--- src/rtl/spi_seq_pkg.sv ---
// Shared types and constants for the SPI flash read sequencer.
// SPI_FAST_READ_EN selects fast read (0x0B plus one dummy byte).
package spi_seq_pkg;

    typedef enum logic [1:0] {
        IDLE,
        XFER,
        WAIT_IDLE,
        DONE
    } type_spi_seq_state_e;

    localparam logic [7:0] SPI_OPC_READ  = 8'h03;
    localparam logic [7:0] SPI_OPC_FREAD = 8'h0B;

`ifdef SPI_FAST_READ_EN
    localparam int         SPI_SEQ_HDR_LEN = 5;
    localparam logic [7:0] SPI_SEQ_OPC     = SPI_OPC_FREAD;
`else
    localparam int         SPI_SEQ_HDR_LEN = 4;
    localparam logic [7:0] SPI_SEQ_OPC     = SPI_OPC_READ;
`endif

endpackage

--- src/rtl/spi_flash_rd_seq.sv ---
// SPI NOR read sequencer: pushes command header and fill bytes, streams payload.
// Build option SPI_FAST_READ_EN: fast-read opcode with one dummy byte.
module spi_flash_rd_seq
    import spi_seq_pkg::*;
#(
    parameter int FIFO_DEPTH = 8
) (
    input  logic        clk,
    input  logic        rst_n,
    input  logic        req_valid_i,
    output logic        req_ready_o,
    input  logic [23:0] req_addr_i,
    input  logic [7:0]  req_len_i,
    output logic [7:0]  rd_data_o,
    output logic        rd_valid_o,
    input  logic        rd_ready_i,
    output logic        done_o,
    output logic        tx_fifo_write_o,
    output logic [7:0]  tx_fifo_data_o,
    input  logic        tx_fifo_full_i,
    output logic        rx_fifo_read_o,
    input  logic [7:0]  rx_fifo_data_i,
    input  logic        rx_fifo_empty_i,
    input  logic        spi_busy_i,
    output logic        cs_hold_o
);

    localparam int OW = $clog2(FIFO_DEPTH) + 1;
    localparam logic [8:0] HDR9 = 9'(SPI_SEQ_HDR_LEN);

    type_spi_seq_state_e state, state_nxt;

    logic [23:0]   addr;
    logic [8:0]    tx_rem;
    logic [8:0]    rx_rem;
    logic [8:0]    hdr_rem;
    logic [8:0]    len9;
    logic [OW-1:0] outstanding;
    logic [2:0]    tx_idx;
    logic          in_xfer;
    logic          accept;

    assign in_xfer     = state == XFER;
    assign req_ready_o = state == IDLE;
    assign cs_hold_o   = state != IDLE;
    assign done_o      = state == DONE;
    assign accept      = req_valid_i && req_ready_o;
    assign len9        = (req_len_i == 8'd0) ? 9'd256 : {1'b0, req_len_i};

    // Bound in-flight bytes so the RX FIFO cannot overflow under back-pressure.
    assign tx_fifo_write_o = in_xfer && tx_rem != 9'd0 && !tx_fifo_full_i
                             && outstanding < OW'(FIFO_DEPTH);

    assign rd_data_o  = rx_fifo_data_i;
    assign rd_valid_o = in_xfer && hdr_rem == 9'd0 && rx_rem != 9'd0
                        && !rx_fifo_empty_i;

    assign rx_fifo_read_o = (hdr_rem != 9'd0) ? (in_xfer && !rx_fifo_empty_i)
                                              : (rd_valid_o && rd_ready_i);

    // Only the first four header bytes carry content; the rest are zero fill.
    always_comb begin
        tx_fifo_data_o = 8'h00;
        if (in_xfer) begin
            case (tx_idx)
                3'd0:    tx_fifo_data_o = SPI_SEQ_OPC;
                3'd1:    tx_fifo_data_o = addr[23:16];
                3'd2:    tx_fifo_data_o = addr[15:8];
                3'd3:    tx_fifo_data_o = addr[7:0];
                default: tx_fifo_data_o = 8'h00;
            endcase
        end
    end

    always_ff @(posedge clk or negedge rst_n) begin
        if (!rst_n) begin
            addr        <= '0;
            tx_rem      <= '0;
            rx_rem      <= '0;
            hdr_rem     <= '0;
            outstanding <= '0;
            tx_idx      <= '0;
        end else if (accept) begin
            addr        <= req_addr_i;
            tx_rem      <= HDR9 + len9;
            rx_rem      <= HDR9 + len9;
            hdr_rem     <= HDR9;
            outstanding <= '0;
            tx_idx      <= '0;
        end else begin
            if (tx_fifo_write_o) begin
                tx_rem <= tx_rem - 9'd1;
                if (tx_idx != 3'd7) tx_idx <= tx_idx + 3'd1;
            end
            if (rx_fifo_read_o) begin
                rx_rem <= rx_rem - 9'd1;
                if (hdr_rem != 9'd0) hdr_rem <= hdr_rem - 9'd1;
            end
            case ({tx_fifo_write_o, rx_fifo_read_o})
                2'b10:   outstanding <= outstanding + OW'(1);
                2'b01:   outstanding <= outstanding - OW'(1);
                default: outstanding <= outstanding;
            endcase
        end
    end

    always_ff @(posedge clk or negedge rst_n) begin
        if (!rst_n) state <= IDLE;
        else        state <= state_nxt;
    end

    always_comb begin
        state_nxt = state;
        unique case (state)
            IDLE:      if (req_valid_i)     state_nxt = XFER;
            XFER:      if (rx_rem == 9'd0)  state_nxt = WAIT_IDLE;
            WAIT_IDLE: if (!spi_busy_i)     state_nxt = DONE;
            DONE:      state_nxt = IDLE;
            default:   state_nxt = IDLE;
        endcase
    end

endmodule

--- config.mk ---
export PLATFORM = sky130hd
export DESIGN_NAME = spi_flash_rd_seq
export DESIGN_NICKNAME = d
export VERILOG_FILES = /design/src/rtl/spi_seq_pkg.sv /design/src/rtl/spi_flash_rd_seq.sv
export SDC_FILE = /design/constraint.sdc
export NUM_CORES = 1
export LEC_CHECK = 0
export BUFFER_PORTS_ARGS = -buffer_cell sky130_fd_sc_hd__buf_4
export CAP_MARGIN = 40
export CORE_AREA = 2 2 97 99
export CTS_CLUSTER_SIZE = 24
export DETAILED_ROUTE_END_ITERATION = 8
export DIE_AREA = 0 0 99 101
export GPL_TIMING_DRIVEN = 0
export PLACE_DENSITY = 0.61
export SLEW_MARGIN = 10
export SYNTH_ARGS = -nofsm -noshare
export SYNTH_HDL_FRONTEND = slang
export SYNTH_SLANG_ARGS = --single-unit
--- constraint.sdc ---
create_clock -name clk -period 5.2 [get_ports clk]
set_input_delay 0.52 -clock clk [delete_from_list [all_inputs] [get_ports clk]]
set_output_delay 0.52 -clock clk [all_outputs]
set_load 0.1 [all_outputs]
==> reports/summary.txt <==
nets -> 526
Chip Height -> 101 um
R2R Path Start -> tx_rem[0]$_DFFE_PN0P_
Finished Cell Area -> 4297 um^2
Reg-to-Reg End -> outstanding[3]$_DFFE_PN0P_
startpoint types -> register
top_reg_cell synth -> dfrtp_1
Adder-Cell Fraction of Synth Area -> 7.728%
Critical Path Start -> tx_rem[0]$_DFFE_PN0P_
# IOs -> 69
Detailed Route Iter0 Violations -> 120
Simple-Gate Fraction of Synth Area -> 22.29%
share of layout cells above drive strength 1 -> 22.03%
post-synthesis mux area share -> 0.9302%
Slowest-stage cell, CP -> or4b_1
Warnings, synthesis -> 0
# DRC -> 0
Buffers on Ports -> 60
Syn Inst Count -> 386
status -> completed
Max clock buf depth -> 2
area leader, netlist -> dfrtp_1
placed cell area -> 4091 um^2
FMAX -> 326.6 MHz
register area share after synthesis -> 42.93%
die area -> 9999 um^2
GP Congestion -> 0.8384
CTS Buf Count -> 9
Synth top cells by count -> 84 x nand2_1, 60 x dfrtp_1, 38 x nor2_1
Detail Route Antenna Nets -> 0
unrepaired setup endpoints after global routing -> no
Root Buffer -> clkbuf_8
first-pass GRT wire length -> 13.83 mm
LEAKAGE -> 2.082 nW
# hold bufs at CTS -> 0
DR vias/cell -> 5.071
CTS Sinks -> 60
post-synthesis average cell area -> 9.060 um^2
pin count of the biggest net entering global routing -> 61
max_slew headroom -> 44.01%
CTS resizes -> 0
clk_lat worst skew -> 0.35 ns
via count -> 2,911
flops & latches, synth -> 60
P_int -> 1.336 mW
Synth Area in XOR/XNOR -> 5.760%
Peak VDD IR -> 246.3 uV
Crit path top cell by count -> ha_1
Seq pwr share -> 34.6%
layout overhead on the synthesized area -> 22.86%
DRT Wirelength -> 8.269 mm
All-Layer GR Usage -> 17.57%
setup TNS -> 0 ns
FP Rows -> 35
clock power share -> 17.5%
initial antenna violation count -> 0
post-synth top area share -> 42.93%
ordered list of cells on the worst path -> inv_1, ha_1, or4b_1, o21ai_2, o21ai_4, inv_2, ha_1, a21o_1, a21oi_1, mux2i_4, mux2i_1
Post-synth EDFFs -> 0
Remaining Overflow, GRT -> 0
fin crit share -> 58.88%
hold crit path type -> input port to asynchronous set/reset pin
Period minus WS final -> 3.062 ns
synth unique cells -> 57
HPWL Detailed -> 5.884 mm
n_diodes -> 0
Syn Nets -> 454
vias in the first global route -> 2,884
post-synthesis async set-or-reset flop share -> 100.0%
Least-Margin Pin Slew -> 0.8290 ns
critical path class -> register to register
Worst setup endpoint -> outstanding[3]$_DFFE_PN0P_
Net Sw Frac -> 47.06%
max-slew violations -> 0
complex-gate fraction of the synthesized area -> 14.67%
drt first pass iters -> 5
top-count cell post-synth -> nand2_1
Mapped Area -> 3497 um^2
Net Switching -> 1.188 mW
clk_skew -> 0.007398 ns
Initial Util -> 38.95%
number of max-cap violations -> 0
Worst EP arrival -> 3.33 ns
htree depth -> 3
CORE AREA -> 8977 um^2
hold_ws -> 0.2558 ns
Comb power frac -> 47.8%
die width -> 99 um
worst-case reg-to-reg path depth -> 11
CTS tree -> yes
worst path required time -> 5.47 ns
Final Hold Viols -> 0
R2R setup slack -> 2.14 ns
Setup Fix Bufs, Post-CTS -> 0
crit end category -> register
drt wl/cell -> 14.41 um
Power, Total -> 2.524 mW
final setup fails -> 0
largest family of logic cells by synthesized area -> simple AND/OR/NAND/NOR gates
Worst-path clk slew -> 0.07 ns
PwrDens -> 587.4 nW/um^2
max incr delay on CP -> 0.45 ns
top cells by area, synth -> dfrtp_1 43%, nand2_1 9.0%, ha_1 7.2%, nor2_1 4.1%, xor2_1 4.0%
CP Max Fanout -> 7
==> through the flow <==
step,instances,setup WS (ns),utilization (%)
6_report,574,2.138,47.86
5_1_grt,574,1.966,47.86
4_1_cts,574,2.129,47.86
3_5_place_dp,558,2.153,45.57
3_3_place_gp,557,1.955,45.52
2_1_floorplan,386,1.917,-
==> power groups by stage <==
stage	clock network (mW)	registers (mW)	logic (mW)
6_report	0.443	0.873	1.21
5_1_grt	0.476	0.909	1.35
4_1_cts	0.457	0.873	1.22
3_5_place_dp	0	0.879	1.21
3_3_place_gp	0	0.871	1.19
2_1_floorplan	0	0.832	0.957
==> cell families after synthesis <==
logic type | after synthesis
buf+inv | 42
fa+ha+maj | 21
compound gates | 68
simple gates | 170
flops | 60
xor+xnor | 23
mux | 2
==> worst min-delay path by stage <==
stage	start	to	cells past startpoint
finish	rst_n	tx_rem[0]$_DFFE_PN0P_	1
global route	rst_n	addr[10]$_DFFE_PN0P_	1
CTS	rst_n	rx_rem[0]$_DFFE_PN0P_	1
detailed placement	addr[4]$_DFFE_PN0P_	addr[4]$_DFFE_PN0P_	2
global placement	addr[8]$_DFFE_PN0P_	addr[8]$_DFFE_PN0P_	2
floorplan	rst_n	addr[0]$_DFFE_PN0P_	0
==> critical path: cells and delay by family (launching register included) <==
family,cells,cell delay [ns]
buffers and inverters,2,0.27
multiplexers,2,0.46
adder cells (fa/ha/maj),2,0.40
AND/OR/NAND/NOR,1,0.45
flip-flops,1,0.43
AO/OA/AOI/OAI,4,0.99
==> state kept, by name, indices dropped and copies added (netlist names) <==
signal       flops
rx_rem           9
tx_idx           3
addr            24
tx_rem           9
hdr_rem          9
outstanding      4
state            2
==> cell usage in the layout, fill, tap and decap left out, types with 3 or more instances in the layout <==
cell type / n
o21ai_0: 10
nand4b_1: 3
nand2_1: 84
a221oi_1: 3
nor4_1: 5
inv_1: 19
nand3_1: 13
inv_6: 4
a21oi_1: 18
xor2_1: 16
a222oi_1: 6
a21boi_0: 3
nor2b_1: 3
xnor2_1: 7
nor3_1: 6
clkbuf_8: 9
dfrtp_1: 60
ha_1: 20
nor2_1: 38
and3_1: 4
clkbuf_1: 11
buf_4: 69
==> routing by layer <==
metal | vias to the layer above | share of wire (%) | global-route usage (%)
li1 | 1462 | - | -
met1 | 1367 | 45 | 23.56
met2 | 73 | 48 | 28.07
met3 | 9 | 5.2 | 2.913
met4 | 0 | 1.5 | 7.798
met5 | - | 0 | 0
==> final cells by class <==
type,instances,area (um^2)
plain buffers,21,120.1
clock buffers,9,123.9
clock inverters,7,81.33
fillers,853,4681
inverters,21,78.83
multi-input cells,284,1797
flip-flops and latches,60,1501
well taps,111,138.9
repair buffers,61,455.4
Note: power is estimated with default switching activity, not from simulation.
